File: config.mk
export PLATFORM = sky130hd
export DESIGN_NAME = pi_bus_master
export DESIGN_NICKNAME = d
export VERILOG_FILES = /design/src/rtl/pi_bus_master_pkg.sv /design/src/rtl/pi_bus_master_access.sv /design/src/rtl/pi_bus_master.sv
export SDC_FILE = /design/constraint.sdc
export NUM_CORES = 1
export LEC_CHECK = 0
export ABC_AREA = 1
export ABC_CLOCK_PERIOD_IN_PS = 8600
export CORE_MARGIN = 3
export CORE_UTILIZATION = 58
export CTS_BUF_LIST = sky130_fd_sc_hd__clkbuf_2
export DETAILED_ROUTE_END_ITERATION = 12
export HOLD_SLACK_MARGIN = 0.02
export PLACE_DENSITY = 0.91
export SYNTH_ARGS = -nofsm -noshare
export SYNTH_HDL_FRONTEND = slang
export SYNTH_SLANG_ARGS = --single-unit
File: constraint.sdc
create_clock -name PI_CLK -period 8.6 [get_ports PI_CLK]
set_input_delay 2.15 -clock PI_CLK [delete_from_list [all_inputs] [get_ports PI_CLK]]
set_output_delay 2.15 -clock PI_CLK [all_outputs]
set_load 0.005 [all_outputs]
File: src/rtl/pi_bus_master_pkg.sv
// Shared PiStorm definitions: CPLD register map, command opcodes, ADDR_HI bit layout,
// master FSM encoding and the per-command phase tables.
package pi_bus_master_pkg;

   localparam logic [1:0] REG_DATA    = 2'd0;
   localparam logic [1:0] REG_ADDR_LO = 2'd1;
   localparam logic [1:0] REG_ADDR_HI = 2'd2;
   localparam logic [1:0] REG_STATUS  = 2'd3;

   localparam logic [1:0] OP_WRITE     = 2'd0;
   localparam logic [1:0] OP_READ      = 2'd1;
   localparam logic [1:0] OP_STATUS_WR = 2'd2;
   localparam logic [1:0] OP_STATUS_RD = 2'd3;

   localparam int ADDR_HI_READ_BIT = 9;
   localparam int ADDR_HI_BYTE_BIT = 8;

   localparam logic [2:0] ST_IDLE   = 3'd0;
   localparam logic [2:0] ST_SETUP  = 3'd1;
   localparam logic [2:0] ST_STROBE = 3'd2;
   localparam logic [2:0] ST_HOLD   = 3'd3;
   localparam logic [2:0] ST_WAIT   = 3'd4;
   localparam logic [2:0] ST_RESP   = 3'd5;

   typedef enum logic [1:0] {
      STEP_ACCESS = 2'd0,
      STEP_WAIT   = 2'd1,
      STEP_DONE   = 2'd2
   } step_kind_t;

   typedef struct packed {
      logic [1:0] sel;
      logic       write;
   } access_t;

   // What kind of step sits at position idx of a command's phase list.
   function automatic step_kind_t step_kind(input logic [1:0] op, input logic [2:0] idx);
      step_kind_t k;
      k = STEP_DONE;
      case (op)
         OP_WRITE: begin
            if (idx <= 3'd2)      k = STEP_ACCESS;
            else if (idx == 3'd3) k = STEP_WAIT;
         end
         OP_READ: begin
            if (idx <= 3'd1)      k = STEP_ACCESS;
            else if (idx == 3'd2) k = STEP_WAIT;
            else if (idx == 3'd3) k = STEP_ACCESS;
         end
         default: begin
            if (idx == 3'd0) k = STEP_ACCESS;
         end
      endcase
      return k;
   endfunction

   // Register select and direction for an access step; don't-care for other steps.
   function automatic access_t step_access(input logic [1:0] op, input logic [2:0] idx);
      access_t a;
      a.sel   = REG_DATA;
      a.write = 1'b1;
      case (op)
         OP_WRITE: begin
            case (idx)
               3'd1:    a.sel = REG_ADDR_LO;
               3'd2:    a.sel = REG_ADDR_HI;
               default: a.sel = REG_DATA;
            endcase
         end
         OP_READ: begin
            case (idx)
               3'd0:    a.sel = REG_ADDR_LO;
               3'd1:    a.sel = REG_ADDR_HI;
               default: begin
                  a.sel   = REG_DATA;
                  a.write = 1'b0;
               end
            endcase
         end
         OP_STATUS_WR: a.sel = REG_STATUS;
         default: begin
            a.sel   = REG_STATUS;
            a.write = 1'b0;
         end
      endcase
      return a;
   endfunction

   function automatic logic [2:0] entry_state(input step_kind_t k);
      logic [2:0] s;
      case (k)
         STEP_ACCESS: s = ST_SETUP;
         STEP_WAIT:   s = ST_WAIT;
         default:     s = ST_RESP;
      endcase
      return s;
   endfunction

   function automatic logic [15:0] addr_hi_word(input logic is_read, input logic is_byte,
                                                input logic [7:0] addr_hi);
      logic [15:0] w;
      w = {8'h00, addr_hi};
      w[ADDR_HI_READ_BIT] = is_read;
      w[ADDR_HI_BYTE_BIT] = is_byte;
      return w;
   endfunction

endpackage

File: src/rtl/pi_bus_master_access.sv
// Timing engine for one PI bus access: counts SETUP/STROBE/HOLD lengths and decodes
// the bus pins from the master's state. All phase lengths must be at least 1.
module pi_bus_access
   import pi_bus_master_pkg::*;
#(
   parameter int SETUP_CYCLES  = 1,
   parameter int STROBE_CYCLES = 4,
   parameter int HOLD_CYCLES   = 1
) (
   input  logic        clk,
   input  logic        rst_n,
   input  logic [2:0]  state,
   input  logic [1:0]  sel,
   input  logic        write,
   input  logic [15:0] wdata,
   output logic        phase_end,
   output logic        last_strobe,
   output logic [1:0]  pi_a,
   output logic        pi_wr,
   output logic        pi_rd,
   output logic [15:0] pi_d_out,
   output logic        pi_d_oe
);

   localparam int LEN_A   = (SETUP_CYCLES > STROBE_CYCLES) ? SETUP_CYCLES : STROBE_CYCLES;
   localparam int MAX_LEN = (LEN_A > HOLD_CYCLES) ? LEN_A : HOLD_CYCLES;
   localparam int CNT_W   = $clog2(MAX_LEN + 1);

   logic [CNT_W-1:0] cnt;
   logic [CNT_W-1:0] last_cnt;
   logic             in_access;

   assign in_access = (state == ST_SETUP) || (state == ST_STROBE) || (state == ST_HOLD);

   always_comb begin
      last_cnt = '0;
      case (state)
         ST_SETUP:  last_cnt = CNT_W'(SETUP_CYCLES - 1);
         ST_STROBE: last_cnt = CNT_W'(STROBE_CYCLES - 1);
         ST_HOLD:   last_cnt = CNT_W'(HOLD_CYCLES - 1);
         default:   last_cnt = '0;
      endcase
   end

   assign phase_end   = in_access && (cnt == last_cnt);
   assign last_strobe = (state == ST_STROBE) && phase_end;

   // Every phase leaves on phase_end, so clearing there restarts the count for the next one.
   always_ff @(posedge clk or negedge rst_n) begin
      if (!rst_n) begin
         cnt <= '0;
      end else if (!in_access || phase_end) begin
         cnt <= '0;
      end else begin
         cnt <= cnt + CNT_W'(1);
      end
   end

   assign pi_a     = in_access ? sel : 2'd0;
   assign pi_d_oe  = in_access && write;
   assign pi_d_out = pi_d_oe ? wdata : 16'h0000;
   assign pi_wr    = (state == ST_STROBE) && write;
   assign pi_rd    = (state == ST_STROBE) && !write;

endmodule

File: src/rtl/pi_bus_master.sv
// PiStorm PI bus master: accepts one 68k-style command, sequences its register
// accesses and busy wait, and returns a single-cycle response.
module pi_bus_master
   import pi_bus_master_pkg::*;
#(
   parameter int SETUP_CYCLES   = 1,
   parameter int STROBE_CYCLES  = 4,
   parameter int HOLD_CYCLES    = 1,
   parameter int TIMEOUT_CYCLES = 65535
) (
   input  logic        PI_CLK,
   input  logic        PI_RST_n,
   input  logic        CMD_VALID,
   output logic        CMD_READY,
   input  logic [1:0]  CMD_OP,
   input  logic        CMD_BYTE,
   input  logic [23:0] CMD_ADDR,
   input  logic [15:0] CMD_WDATA,
   output logic        RSP_VALID,
   output logic [15:0] RSP_RDATA,
   output logic        RSP_TIMEOUT,
   output logic [1:0]  PI_A,
   output logic        PI_WR,
   output logic        PI_RD,
   output logic [15:0] PI_D_OUT,
   output logic        PI_D_OE,
   input  logic [15:0] PI_D_IN,
   input  logic        PI_TXN_IN_PROGRESS
);

   localparam int WAIT_W = $clog2(TIMEOUT_CYCLES + 1);

   logic [2:0]        state, state_next;
   logic [2:0]        idx, idx_next;
   logic [WAIT_W-1:0] wait_cnt, wait_next;
   logic [1:0]        op_reg;
   logic              byte_reg;
   logic [23:0]       addr_reg;
   logic [15:0]       wdata_reg;
   logic              txn_meta, txn_sync;
   logic [15:0]       cap_reg;
   logic [15:0]       rdata_reg;
   logic              timeout_reg;

   logic              accept;
   logic              phase_end;
   logic              last_strobe;
   logic              timed_out;
   logic              enter_resp;
   access_t           acc;
   step_kind_t        nxt_kind;
   logic [15:0]       bus_data;

   assign accept    = CMD_VALID && (state == ST_IDLE);
   assign CMD_READY = (state == ST_IDLE) && PI_RST_n;
   assign RSP_VALID = (state == ST_RESP);
   assign RSP_RDATA   = rdata_reg;
   assign RSP_TIMEOUT = timeout_reg;

   assign acc      = step_access(op_reg, idx);
   assign nxt_kind = step_kind(op_reg, idx + 3'd1);

   always_comb begin
      case (acc.sel)
         REG_ADDR_LO: bus_data = addr_reg[15:0];
         REG_ADDR_HI: bus_data = addr_hi_word(op_reg == OP_READ, byte_reg, addr_reg[23:16]);
         default:     bus_data = wdata_reg;
      endcase
   end

   always_comb begin
      state_next = state;
      idx_next   = idx;
      wait_next  = '0;
      timed_out  = 1'b0;
      case (state)
         ST_IDLE: begin
            if (accept) begin
               state_next = ST_SETUP;
               idx_next   = 3'd0;
            end
         end
         ST_SETUP: if (phase_end) state_next = ST_STROBE;
         ST_STROBE: if (phase_end) state_next = ST_HOLD;
         ST_HOLD: begin
            if (phase_end) begin
               idx_next   = idx + 3'd1;
               state_next = entry_state(nxt_kind);
            end
         end
         ST_WAIT: begin
            // The first three WAIT cycles cover the synchroniser lag on a freshly raised busy flag.
            if ((wait_cnt >= WAIT_W'(3)) && !txn_sync) begin
               idx_next   = idx + 3'd1;
               state_next = entry_state(nxt_kind);
            end else if (wait_cnt >= WAIT_W'(TIMEOUT_CYCLES - 1)) begin
               state_next = ST_RESP;
               timed_out  = 1'b1;
            end else begin
               wait_next = (&wait_cnt) ? wait_cnt : wait_cnt + WAIT_W'(1);
            end
         end
         ST_RESP: state_next = ST_IDLE;
         default: state_next = ST_IDLE;
      endcase
   end

   assign enter_resp = (state_next == ST_RESP) && (state != ST_RESP);

   always_ff @(posedge PI_CLK or negedge PI_RST_n) begin
      if (!PI_RST_n) begin
         txn_meta <= 1'b0;
         txn_sync <= 1'b0;
      end else begin
         txn_meta <= PI_TXN_IN_PROGRESS;
         txn_sync <= txn_meta;
      end
   end

   always_ff @(posedge PI_CLK or negedge PI_RST_n) begin
      if (!PI_RST_n) begin
         state       <= ST_IDLE;
         idx         <= 3'd0;
         wait_cnt    <= '0;
         op_reg      <= OP_WRITE;
         byte_reg    <= 1'b0;
         addr_reg    <= 24'h000000;
         wdata_reg   <= 16'h0000;
         cap_reg     <= 16'h0000;
         rdata_reg   <= 16'h0000;
         timeout_reg <= 1'b0;
      end else begin
         state    <= state_next;
         idx      <= idx_next;
         wait_cnt <= wait_next;
         if (accept) begin
            op_reg    <= CMD_OP;
            byte_reg  <= CMD_BYTE;
            addr_reg  <= CMD_ADDR;
            wdata_reg <= CMD_WDATA;
         end
         if (last_strobe && !acc.write) begin
            cap_reg <= PI_D_IN;
         end
         // A timed-out read never reached its DATA strobe, so its result is forced to zero.
         if (enter_resp) begin
            timeout_reg <= timed_out;
            rdata_reg   <= (!timed_out && ((op_reg == OP_READ) || (op_reg == OP_STATUS_RD)))
                           ? cap_reg : 16'h0000;
         end
      end
   end

   pi_bus_access #(
      .SETUP_CYCLES  (SETUP_CYCLES),
      .STROBE_CYCLES (STROBE_CYCLES),
      .HOLD_CYCLES   (HOLD_CYCLES)
   ) u_access (
      .clk         (PI_CLK),
      .rst_n       (PI_RST_n),
      .state       (state),
      .sel         (acc.sel),
      .write       (acc.write),
      .wdata       (bus_data),
      .phase_end   (phase_end),
      .last_strobe (last_strobe),
      .pi_a        (PI_A),
      .pi_wr       (PI_WR),
      .pi_rd       (PI_RD),
      .pi_d_out    (PI_D_OUT),
      .pi_d_oe     (PI_D_OE)
   );

endmodule
==> metrics.yaml, run 1 <==
drt:
  drt_first_pass_iters: 5
  wirelength_um: 11830
  route.detailed.drc: 0
  vias: 4315
  routedWlPerCell_um: 14.86
  drtIter0Drc: 241
  ant_nets: 0
  viasPerCell: 5.421
sta:
  layout_setup_ws_ns: 2.199
  clock_skew_ns: 0.04393
  worst_pin_slew_ns: 1.114
  rsz0062_at_grt: "no"
  period_share: 0.7443
  setup_viol: 0
  setup_tns_ns: 0
  hold_violations: 0
  fmax_ghz: 0.1562
  final_max_slew_viol_count: 0
  min_period_ns: 6.401
  slew_headroom: 0.2547
  hold-worst-slack_ns: 0.3914
pwr:
  power_switching_uw: 757.3
  max-vdd-ir-drop_mv: 0.2155
  seq_power_share: 0.397
  clockPowerShare: 0.125
  power_density_nw_per_um2: 312.4
  combPwrFrac: 0.478
  internal_power_uw: 1231
  p_sw_frac: 0.3810
  power_leakage_uw: 0.002959
outcome:
  outcome: "finished clean"
global_routing:
  grt_max_degree: 64
  antenna_found_initial: 0
  grt_first_pass_wirelength_um: 19860
  grt_overflow_total: 0
  first_global_vias: 4342
  grt_use_total: 0.2462
logic_synthesis:
  syn_area_um2: 5156
  yosysSeqAreaShare: 0.4999
  synthMostInstantiatedCell: "nand2_1"
  async_reset_ff_frac: 1.000
  synth.largest_area_cell: "dfrtp_1"
  yosys_warnings: 0
  synth_top_area_frac: 0.4999
  synth_flop_cell: "dfrtp_1"
  synth_cell_types: 36
  syn-num-nets: 664
  netlist_instances: 589
  ys_ff_latch: 103
  synth_edf_count: 0
  netlist_top_cells_count: "nand2_1 (131), dfrtp_1 (103), nor2_1 (88)"
  syn_area_per_cell_um2: 8.754
  synth_area_leaders: "dfrtp_1 (50%), nand2_1 (9.5%), mux2_2 (9.0%)"
clock_network:
  cts_root_buffer: "clkbuf_2"
  postCtsHoldBufs: 0
  ctsLongestPathBuffers: 2
  cts_tree: "built"
  numCtsBuffers: 9
  cts.sinks: 103
  post_cts_buffers: 0
  cts_resized: 0
  clk_pin_slew_ns: 0.23
  htreeDepth: 3
  clkLatencyLatePin_ns: 0.54
layout:
  nNetsFinal: 762
  drive_gt1_frac: 0.1259
  utilization: 0.7555
  instances_no_fill: 796
  largest_reg_flops: 24
  area_delta_synth_final_pct: 23.42
  antenna_cells: 0
placed_design:
  preCtsSetupSlack_ns: 2.783
  dp_hpwl_um: 8818
  port_buffers: 102
  gp_congestion: 0.8707
  place_inst: 781
die:
  initial_core_util: 0.6122
  dieArea_um2: 10060
  num_rows: 33
  die_w_um: 100.3
  fp.dieH_um: 100.3
  core_um2: 8423
  num_io_pins: 103
setup_path:
  reg2reg_to: "RSP_RDATA[12]"
  cp.required_ns: 6.45
  reg2reg_depth: 10
  timing.rr.start: "state[1]"
  cp.arrival_ns: 4.25
  crit_path_start_kind: "flip-flop"
  cp-end-kind: "primary output"
  path_max_fanout: 18
  reg2reg_slack_ns: 5.85
  crit_type: "reg2out"
min_path:
  holdPathStages: 0
  hold_end: "txn_sync"
  hp-class: "reg2reg"
  min_from: "txn_meta"
job:
  drv_cap: 0
-- cell families (layout without fill, tap and decap cells) --
family / Yosys count / count (layout) / share of synthesized area
buffers and inverters: 85 / 187 / 0.06600
muxes: 41 / 41 / 0.08954
AOI/OAI and AO/OA: 64 / 64 / 0.07207
and+or+nand+nor: 283 / 283 / 0.2417
xor gates and xnor gates: 1 / 1 / 0.001699
DFF: 103 / 103 / 0.4999
adders and majority gates: 12 / 12 / 0.02912
-- worst max path at each step --
stage / start / endpoint / slack, ns / depth (start not counted)
floorplan: idx[0] / PI_D_OUT[13] / 4.06 / 12
global placement: idx[0] / PI_D_OUT[7] / 3.08 / 11
detailed placement: idx[0] / PI_D_OUT[12] / 2.78 / 11
CTS: idx[0] / PI_D_OUT[2] / 2.14 / 11
global route: idx[0] / PI_D_OUT[2] / 1.79 / 11
finish: idx[0] / PI_D_OUT[1] / 2.20 / 11
-- layout by cell type, fill, tap and decap left out, drive strengths merged --
| master | count |
|---|---|
| clkdlybuf4s50 | 101 |
| a31oi | 14 |
| a2bb2oi | 1 |
| a21oi | 28 |
| xnor2 | 1 |
| nor3b | 2 |
| dfrtp | 103 |
| o21a | 1 |
| a21o | 1 |
| nor4 | 1 |
| clkbuf | 10 |
| buf | 2 |
| mux2 | 41 |
| clkinvlp | 1 |
| ha | 12 |
| nand4 | 8 |
| nand2 | 136 |
| nor2 | 97 |
| inv | 70 |
| o21ai | 9 |
| clkinv | 1 |
| o211ai | 1 |
| nor3 | 10 |
| bufinv | 2 |
| nand3 | 29 |
| o22ai | 3 |
| a22oi | 6 |
-- critical path, stage by stage (launching register included) --
cell             delay [ns]
dfrtp_1                0.51
inv_1                  0.14
ha_1                   0.26
inv_1                  0.07
nor2_1                 0.04
o22ai_1                0.26
inv_1                  0.07
ha_1                   0.54
nor2_1                 0.94
nand2_1                0.13
a31oi_1                0.23
clkdlybuf4s50_1        0.54
-- stage by stage --
| stage | cell area, µm² | total power [µW] |
|---|---|---|
| 2_1_floorplan | 5156 | 1356 |
| 3_3_place_gp | 6232 | 1699 |
| 3_5_place_dp | 6232 | 1748 |
| 4_1_cts | 6364 | 2001 |
| 5_1_grt | 6364 | 2145 |
| 6_report | 6364 | 1988 |
-- area by class of cell --
type,count,area (µm²)
clock inverters,5,81.33
well taps,105,131.4
flip-flops and latches,103,2577
inverters,69,259.0
fillers,606,2059
multi-input cells,401,2238
clock buffers,10,50.05
repair buffers,103,1026
-- per-layer routing --
layer	global-route usage	wire [µm]
met1	0.3099	4885
met2	0.4067	5719
met3	0.08687	1019
met4	0.06321	207
met5	0	0
-- power groups by stage --
| stage | Clock, µW | Sequential, µW | Combinational, µW |
|---|---|---|---|
| final | 248 | 790 | 950 |
| after global routing | 273 | 810 | 1060 |
| after CTS | 255 | 788 | 958 |
| after detailed placement | 0 | 798 | 950 |
| after global placement | 0 | 788 | 911 |
| after floorplan | 0 | 766 | 590 |
Note: power is estimated with default switching activity, not from simulation.
==> inputs of run 2 (changes only) <==
Settings changed: ABC_CLOCK_PERIOD_IN_PS 8600 to 5200, CORE_UTILIZATION 58 to 48, PLACE_DENSITY 0.91 to 0.81.
Clock period 8.6 ns to 5.2 ns, I/O delays scaled along.
==> metrics.yaml, run 2 (same netlist as run 1, synthesis figures left out) <==
drt:
  wirelength_um: 12150  # +2.7%
  ant_nets: 0  # unchanged
  viasPerCell: 5.141  # -5.2%
  routedWlPerCell_um: 14.62  # -1.7%
  drtIter0Drc: 241  # unchanged
  vias: 4272  # -1.0%
  route.detailed.drc: 0  # unchanged
  drt_first_pass_iters: 4  # -1
sta:
  rsz0062_at_grt: "no"
  slew_headroom: 0.3310  # +0.07627
  setup_viol: 0  # unchanged
  clock_skew_ns: 0.04320  # -0.0007320 ns
  worst_pin_slew_ns: 1.001  # -0.1127 ns
  hold_violations: 0  # unchanged
  period_share: 0.9356
  final_max_slew_viol_count: 0  # unchanged
  fmax_ghz: 0.2055
  min_period_ns: 4.865
  setup_tns_ns: 0  # unchanged
global_routing:
  antenna_found_initial: 1  # +1
  grt_use_total: 0.2140  # -0.03215
  grt_max_degree: 62  # -3.1%
  grt_first_pass_wirelength_um: 20120  # +1.3%
  first_global_vias: 4130  # -4.9%
  grt_overflow_total: 0  # unchanged
die:
  num_rows: 37  # +12%
  num_io_pins: 103  # unchanged
  fp.dieH_um: 109.6  # +9.3%
  core_um2: 10370  # +23%
  initial_core_util: 0.4972  # -0.1149
  dieArea_um2: 12020  # +20%
  die_w_um: 109.6  # +9.3%
job:
  drv_cap: 0  # unchanged
clock_network:
  numCtsBuffers: 9  # unchanged
  htreeDepth: 3  # unchanged
  clkLatencyLatePin_ns: 0.59  # +0.05 ns
  cts.sinks: 103  # unchanged
  cts_tree: "built"
  clk_pin_slew_ns: 0.30  # +0.07 ns
  ctsLongestPathBuffers: 2  # unchanged
  cts_root_buffer: "clkbuf_2"
  post_cts_buffers: 0  # unchanged
layout:
  largest_reg_flops: 24  # unchanged
  utilization: 0.6191  # -0.1364
  area_delta_synth_final_pct: 24.51
  most-common-layout-cells: "nand2_1 (131), dfrtp_1 (103), clkdlybuf4s50_1 (101)"
  fin_area_um2: 6420  # +0.88%
  mostFrequentLayoutCell: "nand2_1"
  regArea_um2: 2577  # unchanged
  fillers: 893  # +47%
  nNetsFinal: 764  # +0.26%
  multi_input_area_um2: 2248  # +0.45%
  instances_no_fill: 831  # +4.4%
  drive_gt1_frac: 0.1311  # +0.005219
setup_path:
  cp.required_ns: 3.90  # -2.55 ns
  crit_path_start_kind: "flip-flop"
  timing.rr.start: "idx[0]"
  reg2reg_to: "cap_reg[2]"
  cp.arrival_ns: 3.57  # -0.68 ns
  reg2reg_slack_ns: 2.67  # -3.18 ns
  cp-end-kind: "primary output"
  reg2reg_depth: 10  # unchanged
  path_max_fanout: 18  # unchanged
  crit_type: "reg2out"
pwr:
  power_density_nw_per_um2: 509.0  # +63%
  power_leakage_uw: 0.002963  # +0.13%
  max-vdd-ir-drop_mv: 0.3448  # +60%
min_path:
  min_from: "txn_meta"
  hp-class: "reg2reg"
  holdPathStages: 0  # unchanged
  hold_end: "txn_sync"
placed_design:
  place_inst: 814  # +4.2%
  dp_hpwl_um: 9007  # +2.1%
  placed_area_um2: 6286  # +0.86%
  gp_congestion: 0.8506  # -2.3%
  port_buffers: 102  # unchanged
outcome:
  outcome: "finished clean"
## run 2: worst max-delay path by stage
stage,from,end,slack [ns],cells past startpoint
2_1_floorplan,idx[0],PI_D_OUT[13],1.51,12
3_3_place_gp,idx[0],PI_D_OUT[9],0.71,11
3_5_place_dp,idx[0],PI_D_OUT[0],0.54,11
4_1_cts,idx[0],PI_D_OUT[2],0.009,11
5_1_grt,idx[0],PI_D_OUT[0],0.07,11
6_report,idx[0],PI_D_OUT[7],0.33,12
## run 2: power by group
group          internal, µW  switching (µW)  total [µW]
Clock                  82.0             304         386
Sequential             1120             184        1300
Combinational           764             816        1580
## run 2: critical path: stages, from the launching register on
cell and delay (ns):
dfrtp_1 0.54, inv_1 0.13, ha_1 0.25, inv_1 0.06, nor2_1 0.03, o22ai_1 0.27, inv_1 0.08, ha_2 0.43
nor2_1 0.15, buf_4 0.23, nand2_1 0.08, a31oi_1 0.19, clkdlybuf4s50_1 0.54
## run 2: per-stage QoR
step           hold slack, ns  power (µW)  worst slack [ns]
3_5_place_dp           0.3450        2898            0.5432
2_1_floorplan          0.3312        2243             1.509
6_report               0.3960        3268            0.3347
3_3_place_gp           0.3365        2837            0.7096
4_1_cts                0.4007        3296          0.008553
5_1_grt                0.4043        3536           0.07167
## run 2: cell type report
| class | instances | area share |
|---|---|---|
| diodes | 1 | 0.0003898 |
| clock inverters | 7 | 0.01189 |
| inverters | 69 | 0.04034 |
| clock buffers | 9 | 0.007016 |
| well taps | 136 | 0.02651 |
| repair buffers | 105 | 0.1622 |
| flip-flops and latches | 103 | 0.4015 |
| multi-input cells | 401 | 0.3502 |
## run 2: per-layer routing
metal | GRT usage | vias to the layer above | part of all wire
met1 | 0.2625 | 2063 | 0.42
met3 | 0.05520 | 10 | 0.048
li1 | - | 2103 | -
met5 | 0 | - | 0
met2 | 0.3771 | 96 | 0.52
met4 | 0.05165 | 0 | 0.011
## run 2: timing repair
| item | in CTS | in global routing |
|---|---|---|
| resized for setup | 1 | 2 |
| endpoints found under the hold margin | 0 | 0 |
| hold buffers | 0 | 0 |
| setup endpoints to repair | 10 | 16 |
